$ cat config.mk
export PLATFORM = sky130hd
export DESIGN_NAME = vga_timing_detector
export DESIGN_NICKNAME = d
export VERILOG_FILES = /design/src/rtl/vga_pkg.sv /design/src/rtl/vga_edge_sync.sv /design/src/rtl/vga_timing_detector.sv
export SDC_FILE = /design/constraint.sdc
export NUM_CORES = 1
export LEC_CHECK = 0
export CAP_MARGIN = 30
export CORE_ASPECT_RATIO = 0.5
export CORE_MARGIN = 1
export CORE_UTILIZATION = 45
export DETAILED_ROUTE_END_ITERATION = 10
export PLACE_DENSITY = 0.74
export SLEW_MARGIN = 10
export SYNTH_ARGS = -nofsm -noshare
export SYNTH_HDL_FRONTEND = slang
export SYNTH_HIERARCHICAL = 1
export SYNTH_SLANG_ARGS = --single-unit
$ cat constraint.sdc
create_clock -name clk -period 4 [get_ports clk]
set_clock_uncertainty 0.2 [all_clocks]
set_input_delay 1 -clock clk [delete_from_list [all_inputs] [get_ports clk]]
set_output_delay 1 -clock clk [all_outputs]
set_load 0.02 [all_outputs]
$ cat src/rtl/vga_pkg.sv
// Shared VGA definitions: 640x480 timing, coordinate widths,
// lock FSM states and saturating-increment helpers.
package vga_pkg;

    localparam int H_ACTIVE = 640;
    localparam int H_TOTAL  = 800;
    localparam int V_ACTIVE = 480;
    localparam int V_TOTAL  = 525;

    localparam int COORD_W = 10;
    localparam int MEAS_W  = 11;

    typedef enum logic [1:0] {
        ST_UNLOCKED,
        ST_TRACK,
        ST_LOCKED
    } lock_state_e;

    function automatic logic [MEAS_W-1:0] sat_inc_m(
        input logic [MEAS_W-1:0] v
    );
        return (&v) ? v : v + 1'b1;
    endfunction

    function automatic logic [COORD_W-1:0] sat_inc_c(
        input logic [COORD_W-1:0] v
    );
        return (&v) ? v : v + 1'b1;
    endfunction

endpackage

$ cat src/rtl/vga_edge_sync.sv
// Stage-1 capture of hsync/vsync/de with a delayed copy,
// producing single-cycle edge pulses for the detector.
module vga_edge_sync (
    input  logic clk,
    input  logic rst_n,
    input  logic hs_i,
    input  logic vs_i,
    input  logic de_i,
    output logic de_o,
    output logic hs_fall_o,
    output logic vs_fall_o,
    output logic de_rise_o,
    output logic de_fall_o
);

    logic hs_q, vs_q, de_q;
    logic hs_p_q, vs_p_q, de_p_q;

    // Sample pins and keep the previous sample for edge detection
    always_ff @(posedge clk) begin
        if (!rst_n) begin
            hs_q   <= 1'b0;
            vs_q   <= 1'b0;
            de_q   <= 1'b0;
            hs_p_q <= 1'b0;
            vs_p_q <= 1'b0;
            de_p_q <= 1'b0;
        end else begin
            hs_q   <= hs_i;
            vs_q   <= vs_i;
            de_q   <= de_i;
            hs_p_q <= hs_q;
            vs_p_q <= vs_q;
            de_p_q <= de_q;
        end
    end

    assign de_o      = de_q;
    assign hs_fall_o = hs_p_q & ~hs_q;
    assign vs_fall_o = vs_p_q & ~vs_q;
    assign de_rise_o = ~de_p_q & de_q;
    assign de_fall_o = de_p_q & ~de_q;

endmodule

$ cat src/rtl/vga_timing_detector.sv
// Recovers pixel coordinates from hs/vs/de, measures line and
// frame geometry and tracks lock against the expected timing.
module vga_timing_detector
    import vga_pkg::*;
#(
    parameter int PIXELS_H    = H_ACTIVE,
    parameter int PIXELS_V    = V_ACTIVE,
    parameter int TOTAL_H     = H_TOTAL,
    parameter int TOTAL_V     = V_TOTAL,
    parameter int LOCK_FRAMES = 2
) (
    input  logic               clk,
    input  logic               rst_n,
    input  logic               vga_hs,
    input  logic               vga_vs,
    input  logic               de,
    output logic               pix_valid,
    output logic [COORD_W-1:0] px,
    output logic [COORD_W-1:0] py,
    output logic               frame_start,
    output logic [MEAS_W-1:0]  h_total,
    output logic [MEAS_W-1:0]  v_total,
    output logic [COORD_W-1:0] h_active,
    output logic [COORD_W-1:0] v_active,
    output logic               locked,
    output logic               sync_err
);

    localparam logic [MEAS_W-1:0]  EXP_HT = MEAS_W'(TOTAL_H);
    localparam logic [MEAS_W-1:0]  EXP_VT = MEAS_W'(TOTAL_V);
    localparam logic [COORD_W-1:0] EXP_HA = COORD_W'(PIXELS_H);
    localparam logic [COORD_W-1:0] EXP_VA = COORD_W'(PIXELS_V);
    localparam logic [7:0]         LOCK_N = 8'(LOCK_FRAMES);

    logic de_s1, hs_fall, vs_fall, de_rise, de_fall;

    logic [MEAS_W-1:0]  hcnt_q, hcnt_d;
    logic [MEAS_W-1:0]  lines_q, lines_d;
    logic [MEAS_W-1:0]  h_total_q, h_total_d;
    logic [MEAS_W-1:0]  v_total_q, v_total_d;
    logic [COORD_W-1:0] px_q, px_d;
    logic [COORD_W-1:0] py_q, py_d;
    logic [COORD_W-1:0] act_q, act_d;
    logic [COORD_W-1:0] h_active_q, h_active_d;
    logic [COORD_W-1:0] v_active_q, v_active_d;
    logic               pv_q, pv_d;
    logic               fs_q, fs_d;
    logic               se_q, se_d;
    logic               seen_q, seen_d;
    logic               first_q, first_d;
    lock_state_e        state_q, state_d;
    logic [7:0]         good_q, good_d;
    logic               match;

    vga_edge_sync u_edge (
        .clk       (clk),
        .rst_n     (rst_n),
        .hs_i      (vga_hs),
        .vs_i      (vga_vs),
        .de_i      (de),
        .de_o      (de_s1),
        .hs_fall_o (hs_fall),
        .vs_fall_o (vs_fall),
        .de_rise_o (de_rise),
        .de_fall_o (de_fall)
    );

    // Geometry counters and coordinates; vs is applied before de
    always_comb begin
        hcnt_d     = sat_inc_m(hcnt_q);
        h_total_d  = h_total_q;
        lines_d    = lines_q;
        v_total_d  = v_total_q;
        px_d       = px_q;
        py_d       = py_q;
        act_d      = act_q;
        h_active_d = h_active_q;
        v_active_d = v_active_q;
        seen_d     = seen_q;
        first_d    = first_q;
        fs_d       = 1'b0;

        if (hs_fall) begin
            h_total_d = sat_inc_m(hcnt_q);
            hcnt_d    = '0;
            lines_d   = sat_inc_m(lines_q);
        end

        if (vs_fall) begin
            v_total_d  = lines_d;
            lines_d    = '0;
            v_active_d = act_q;
            act_d      = '0;
            fs_d       = 1'b1;
            seen_d     = 1'b1;
            first_d    = 1'b1;
            py_d       = '0;
        end

        if (de_rise) begin
            px_d    = '0;
            py_d    = first_d ? '0 : sat_inc_c(py_d);
            first_d = 1'b0;
            act_d   = sat_inc_c(act_d);
        end else if (de_s1) begin
            px_d = sat_inc_c(px_q);
        end

        if (de_fall) begin
            h_active_d = sat_inc_c(px_q);
        end

        pv_d = de_s1 & seen_d;
    end

    assign match = (h_total_d == EXP_HT) &&
                   (v_total_d == EXP_VT) &&
                   (h_active_d == EXP_HA) &&
                   (v_active_d == EXP_VA);

    // Lock FSM next state, evaluated once per completed frame
    always_comb begin
        state_d = state_q;
        good_d  = good_q;
        se_d    = 1'b0;
        if (vs_fall && seen_q) begin
            unique case (state_q)
                ST_UNLOCKED: begin
                    if (match) begin
                        good_d  = 8'd1;
                        state_d = (LOCK_N <= 8'd1) ? ST_LOCKED
                                                   : ST_TRACK;
                    end
                end
                ST_TRACK: begin
                    if (match) begin
                        good_d = good_q + 8'd1;
                        if (good_d >= LOCK_N) begin
                            state_d = ST_LOCKED;
                        end
                    end else begin
                        good_d  = '0;
                        state_d = ST_UNLOCKED;
                        se_d    = 1'b1;
                    end
                end
                ST_LOCKED: begin
                    if (!match) begin
                        good_d  = '0;
                        state_d = ST_UNLOCKED;
                        se_d    = 1'b1;
                    end
                end
                default: begin
                    good_d  = '0;
                    state_d = ST_UNLOCKED;
                end
            endcase
        end
    end

    // State register for counters, outputs and the lock FSM
    always_ff @(posedge clk) begin
        if (!rst_n) begin
            hcnt_q     <= '0;
            lines_q    <= '0;
            h_total_q  <= '0;
            v_total_q  <= '0;
            px_q       <= '0;
            py_q       <= '0;
            act_q      <= '0;
            h_active_q <= '0;
            v_active_q <= '0;
            pv_q       <= 1'b0;
            fs_q       <= 1'b0;
            se_q       <= 1'b0;
            seen_q     <= 1'b0;
            first_q    <= 1'b0;
            state_q    <= ST_UNLOCKED;
            good_q     <= '0;
        end else begin
            hcnt_q     <= hcnt_d;
            lines_q    <= lines_d;
            h_total_q  <= h_total_d;
            v_total_q  <= v_total_d;
            px_q       <= px_d;
            py_q       <= py_d;
            act_q      <= act_d;
            h_active_q <= h_active_d;
            v_active_q <= v_active_d;
            pv_q       <= pv_d;
            fs_q       <= fs_d;
            se_q       <= se_d;
            seen_q     <= seen_d;
            first_q    <= first_d;
            state_q    <= state_d;
            good_q     <= good_d;
        end
    end

    assign pix_valid   = pv_q;
    assign px          = px_q;
    assign py          = py_q;
    assign frame_start = fs_q;
    assign h_total     = h_total_q;
    assign v_total     = v_total_q;
    assign h_active    = h_active_q;
    assign v_active    = v_active_q;
    assign locked      = (state_q == ST_LOCKED);
    assign sync_err    = se_q;

endmodule

==> results of run 1 <==
==> cell type report <==
cell class              count  area (µm²)
well taps                 170       212.7
inverters                  20       75.07
repair buffers             82       790.8
clock buffers              19       452.9
clock inverters            13       182.7
flip-flops and latches    115        2302
fillers                  1112        5400
multi-input cells         518        3283
==> flip-flops by register name (all words and copies together) (netlist names), 2 cells and up <==
signal	cells
h_active	10
lines_q	11
py	10
h_total	11
v_active	10
hcnt_q	11
px	10
state_q	2
good_q	8
v_total	11
act_q	10
==> cell families after synthesis <==
group | Yosys count
adder cells (fa/ha/maj) | 10
AO/OA/AOI/OAI | 152
buffers and inverters | 62
flip-flops | 115
AND/OR/NAND/NOR | 318
XOR/XNOR | 19
multiplexers | 19
==> power groups by stage <==
stage	logic, µW	registers [µW]	clock network [µW]
2_1_floorplan	91.0	1210	0
3_3_place_gp	147	1210	0
3_5_place_dp	148	1210	0
4_1_cts	150	1180	1640
5_1_grt	164	1180	1700
6_report	150	1180	1620
==> critical path, stage by stage (launching register included) <==
cell,delay [ns]
dfxtp_1,0.38
nor2b_1,0.71
clkinv_1,0.46
nand2_1,0.15
o31ai_1,0.10
and2b_2,0.25
nand4_1,0.12
or4b_1,0.57
or3_1,0.42
o2bb2ai_1,0.16
==> metal layers <==
metal	share of wire, %	wire (µm)	global-route usage (%)	vias to the layer above
met3	6.4	968	5.445	21
met1	48	7178	32.34	2577
li1	-	-	-	2666
met4	1.3	189	7.155	0
met5	0	0	0	-
met2	45	6726	34.48	173
==> worst min-delay path by stage <==
stage	from	endpoint	slack (ns)	cells past startpoint
floorplan	u_edge/hs_q$_SDFF_PN0_	u_edge/hs_p_q$_SDFF_PN0_	0.23	1
global placement	u_edge/hs_q$_SDFF_PN0_	u_edge/hs_p_q$_SDFF_PN0_	0.26	1
finish	u_edge/hs_q$_SDFF_PN0_	u_edge/hs_p_q$_SDFF_PN0_	0.28	1
CTS	u_edge/hs_q$_SDFF_PN0_	u_edge/hs_p_q$_SDFF_PN0_	0.27	1
detailed placement	u_edge/hs_q$_SDFF_PN0_	u_edge/hs_p_q$_SDFF_PN0_	0.25	1
global route	first_q$_SDFF_PP0_	first_q$_SDFF_PP0_	0.32	2
==> per-stage QoR <==
stage	hold WS, ns	power, µW
final	0.2794	2955
after global routing	0.3156	3045
after CTS	0.2732	2972
after detailed placement	0.2483	1354
after global placement	0.2562	1352
after floorplan	0.2305	1301
==> cells in the final DEF (no fill, tap or decap), drive strengths merged, types with 13 or more instances in the layout <==
master / netlist / final
or3: 13 / 13
nor3: 21 / 21
a31oi: 19 / 19
nor2b: 17 / 17
nor2: 81 / 81
dfxtp: 115 / 115
and2: 17 / 17
clkdlybuf4s50: 0 / 70
a211oi: 15 / 15
a21oi: 37 / 37
mux2i: 18 / 18
clkbuf: 19 / 19
inv: 19 / 19
nand3: 31 / 31
nand2: 56 / 56
nand4: 26 / 26
and3: 17 / 17
o21ai: 17 / 17
==> results_dict.tcl, run 1 <==
set metrics [dict create \
    fmax_mhz 278.2 \
    viasPerCell 5.803 \
    clock-sinks 115 \
    synth_top_area_share_pct 39.15 \
    r2r_start "u_edge/de_o$_SDFF_PN0_" \
    die_width_um 163.7 \
    async_reset_ff_share_pct 0 \
    area_growth_pct 24.13 \
    synthTopCellsByCount "dfxtp_1 (115), nor2_1 (80), nand2_1 (56)" \
    syn_area_per_cell_um2 8.461 \
    cap_violations 0 \
    setup_tns_ns 0 \
    seq_area_frac_synth_pct 39.15 \
    critPathCaptureType "flip-flop" \
    synthAdderAreaFrac_pct 2.128 \
    yosysUniqueCellTypes 78 \
    p_int_uw 2293 \
    dp.cells 905 \
    place_area_mm2 0.006664 \
    cts_resized 0 \
    synth-edff-count 0 \
    num_vias 5437 \
    p_seq_share_pct 40.0 \
    muxShareOfSynthArea_pct 3.468 \
    layout-drive-gt1-share_pct 9.257 \
    p_switching_uw 662.2 \
    rr_worst_depth 9 \
    rr_endpoint "good_q[6]$_SDFFE_PN0P_" \
    synth_compound_area_share_pct 18.85 \
    yosysWarnings 6 \
    cts_tree "yes" \
    peakVddDrop_mv 0.1960 \
    cts-root-buf "clkbuf_16" \
    drcViolationCount 0 \
    endpoint "good_q[6]$_SDFFE_PN0P_" \
    finish.utilization_pct 57.48 \
    io_buffers 70 \
    core_area_mm2 0.01270 \
    regToRegSetupSlack_ns 0.41 \
    numCtsBuffers 17 \
    synth_area_mm2 0.005881 \
    crit_fanout 11 \
    worstMarginPinSlew_ns 0.8646 \
    synth.ff_latch_count 115 \
    power_density_mw_per_mm2 404.9 \
    arrival_ns 3.73 \
    p_leak_uw 0.002547 \
    rsz0062_at_grt "false" \
    dr.pass1.iters 5 \
    antenna_found_initial 0 \
    criticalPathCategory "flip-flop to flip-flop" \
    synth.net_count 710 \
    start_util_pct 46.31 \
    fin_nets 769 \
    pwr-share-clk_pct 54.9 \
    hold_buffers 0 \
    cts.clk_slew.worst_paths_ns 0.06 \
    p_comb_share_pct 5.1 \
    dp_hpwl_um 10320 \
    grt_max_degree 32 \
    synth_top_family_by_area "simple AND/OR/NAND/NOR gates" \
    startpoint "u_edge/de_o$_SDFF_PN0_" \
    slew_headroom_pct 42.24 \
    ios 71 \
    overflow 0 \
    synth_ff_type "dfxtp_1" \
    die_y_um 82.84 \
    stdcell_count 937 \
    grt_pass1_vias 5012 \
    slew_viol_final 0 \
    place.gp.congestion 0.9007 \
    min_period_ns 3.595 \
    wl_per_cell_um 16.08 \
    grt_pass1_wl_um 24910 \
    yosys-top-cells-area "dfxtp_1 (39%), nor2_1 (5.1%), nand2_1 (3.6%), a21oi_1 (3.1%), mux2i_1 (2.9%)" \
    hold_viol_final 0 \
    synthSimpleGateAreaFrac_pct 28.43 \
    critical_path_required_ns 4.13 \
    track_usage_pct 22.96 \
    synthCells 695 \
    hp-class "flip-flop to flip-flop" \
    postRouteAntennaNets 0 \
    switching_share_pct 22.41 \
    htreeDepth 4 \
    clk_latency_ns 0.41 \
    placementRows 29 \
    dieArea_mm2 0.01356 \
    synth_xor_area_share_pct 2.830 \
    dpl_worst_slack_ns 0.4918 \
    critPathLaunchType "flip-flop" \
    stdcell_area_mm2 0.007300 \
    finalSetupViolCount 0 \
    drt_iter0_drc 373 \
    outcome "completed" \
    synth_area_leader_cell "dfxtp_1" \
    fin_ws_ns 0.4053 \
    min_period_over_period_pct 89.87 \
    drt-total-wl_um 15060 \
    postCtsSetupRepairBufs 0 \
    antennaDiodeCount 0 \
    synth_most_common_cell "dfxtp_1" \
    clk_path_buf_depth 2 \
]
Note: power is estimated with default switching activity, not from simulation.
==> inputs of run 2 (changes only) <==
Settings changed: PLACE_DENSITY 0.74 to unset, PLACE_DENSITY_LB_ADDON set to 0.12.
==> results_dict.tcl, run 2 (same netlist as run 1, synthesis figures left out) <==
set metrics [dict create \
    min_period_ns 3.578 \
    grt_max_degree 31 \
    die_y_um 82.84 \
    stdcell_area_mm2 0.007276 \
    clock-sinks 115 \
    place.gp.congestion 0.9060 \
    antenna_found_initial 0 \
    slew_viol_final 0 \
    num_vias 5348 \
    cap_violations 0 \
    viasPerCell 5.701 \
    fmax_mhz 279.5 \
    hp-class "flip-flop to flip-flop" \
    critPathCaptureType "flip-flop" \
    stdcell_count 938 \
    place_area_mm2 0.006671 \
    grt_pass1_wl_um 25250 \
    final_common_cell "dfxtp_1" \
    rr_endpoint "good_q[3]$_SDFFE_PN0P_" \
    r2r_start "px[0]$_SDFFE_PP0P_" \
    start_util_pct 46.31 \
    worstMarginPinSlew_ns 0.8435 \
    dpl_worst_slack_ns 0.4775 \
    regToRegSetupSlack_ns 0.42 \
    hold_depth 1 \
    postRouteAntennaNets 0 \
    io_buffers 70 \
    hold_viol_final 0 \
    peakVddDrop_mv 0.2756 \
    dieArea_mm2 0.01356 \
    power_density_mw_per_mm2 396.8 \
    track_usage_pct 23.50 \
    fin_ws_ns 0.4224 \
    die_width_um 163.7 \
    setup_tns_ns 0 \
    cts-root-buf "clkbuf_16" \
    dp_hpwl_um 10660 \
    arrival_ns 3.73 \
    criticalPathCategory "flip-flop to flip-flop" \
    cts_tree "yes" \
    drt_iter0_drc 371 \
    crit_fanout 11 \
    grt_pass1_vias 4995 \
    slew_headroom_pct 43.65 \
    antennaDiodeCount 0 \
    fillers 1191 \
    fin_nets 770 \
    layout-drive-gt1-share_pct 9.115 \
    outcome "completed" \
    clk_path_buf_depth 2 \
    critPathLaunchType "flip-flop" \
    ios 71 \
    drcViolationCount 0 \
    clk_latency_ns 0.41 \
    placementRows 29 \
    dp.cells 906 \
    numCtsBuffers 17 \
    final_cell_mix "dfxtp_1 (115), nor2_1 (80), clkdlybuf4s50_1 (70), nand2_1 (56), a21oi_1 (37)" \
    drt-total-wl_um 15220 \
    critical_path_required_ns 4.15 \
    hold_start "u_edge/hs_q$_SDFF_PN0_" \
    cts.clk_slew.worst_paths_ns 0.06 \
    min_period_over_period_pct 89.44 \
    finalSetupViolCount 0 \
    rr_worst_depth 9 \
    postCtsSetupRepairBufs 0 \
    core_area_mm2 0.01270 \
    rsz0062_at_grt "false" \
    wl_per_cell_um 16.22 \
    p_leak_uw 0.002558 \
    htreeDepth 4 \
    area_growth_pct 23.72 \
    hold_buffers 0 \
    cts_resized 0 \
    overflow 0 \
    holdPathEnd "u_edge/hs_p_q$_SDFF_PN0_" \
    dr.pass1.iters 5 \
]
==> run 2: how the worst max path moves through the flow <==
| stage | endpoint | cells past startpoint | startpoint | slack, ns |
|---|---|---|---|---|
| after detailed placement | good_q[3]$_SDFFE_PN0P_ | 9 | px[0]$_SDFFE_PP0P_ | 0.48 |
| after floorplan | good_q[2]$_SDFFE_PN0P_ | 11 | px[1]$_SDFFE_PP0P_ | 0.82 |
| after global placement | good_q[4]$_SDFFE_PN0P_ | 9 | px[0]$_SDFFE_PP0P_ | 0.52 |
| after CTS | good_q[3]$_SDFFE_PN0P_ | 9 | px[0]$_SDFFE_PP0P_ | 0.45 |
| after global routing | good_q[1]$_SDFFE_PN0P_ | 9 | hcnt_q[0]$_SDFF_PP0_ | 0.16 |
| final | good_q[3]$_SDFFE_PN0P_ | 9 | px[0]$_SDFFE_PP0P_ | 0.42 |
==> run 2: worst max-delay path, cell delays in order, from the launching register on <==
cell,delay [ns]
dfxtp_1,0.57
ha_1,0.23
and4_1,0.33
a2111oi_0,0.15
a311o_2,0.44
a2111oi_4,0.29
nand3_2,0.12
or4_4,0.60
a211oi_4,0.40
a21o_1,0.17
==> run 2: cell type report <==
class / count / area [µm²] / area share, %
timing repair buffer: 83 / 798.3 / 10.97
clock inverter: 10 / 130.1 / 1.788
tap: 170 / 212.7 / 2.923
sequential: 115 / 2302 / 31.64
clock buffer: 22 / 474.2 / 6.518
inverter: 20 / 75.07 / 1.032
multi-input combinational: 518 / 3283 / 45.12
==> run 2: layer usage <==
layer	GRT usage (%)	share of wire, %	vias to the layer above
li1	-	-	2659
met1	32.75	49	2525
met2	35.36	44	152
met3	5.445	5.7	12
met4	8.333	0.72	0
met5	0	0	-
==> run 2: through the flow <==
step	power, µW	hold slack (ns)	utilization, %
global placement	1357	0.2490	52.53
global route	2981	0.2983	57.29
floorplan	1301	0.2305	-
detailed placement	1358	0.2502	52.53
CTS	2912	0.2749	57.29
finish	2887	0.2843	57.29
==> run 2: power by group <==
part | switching [µW] | internal, µW | leakage, µW | total (µW)
clock network | 530 | 1020 | 0.000296 | 1550
registers | 17.9 | 1160 | 0.000930 | 1180
logic | 94.5 | 58.2 | 0.00133 | 153
total | 642 | 2240 | 0.00256 | 2890
==> inputs of run 3 (changes only) <==
Settings changed: SETUP_SLACK_MARGIN set to 0.02.
==> results of run 3 <==
Same layout as run 2: the final DEF is identical, and so are final timing and power.
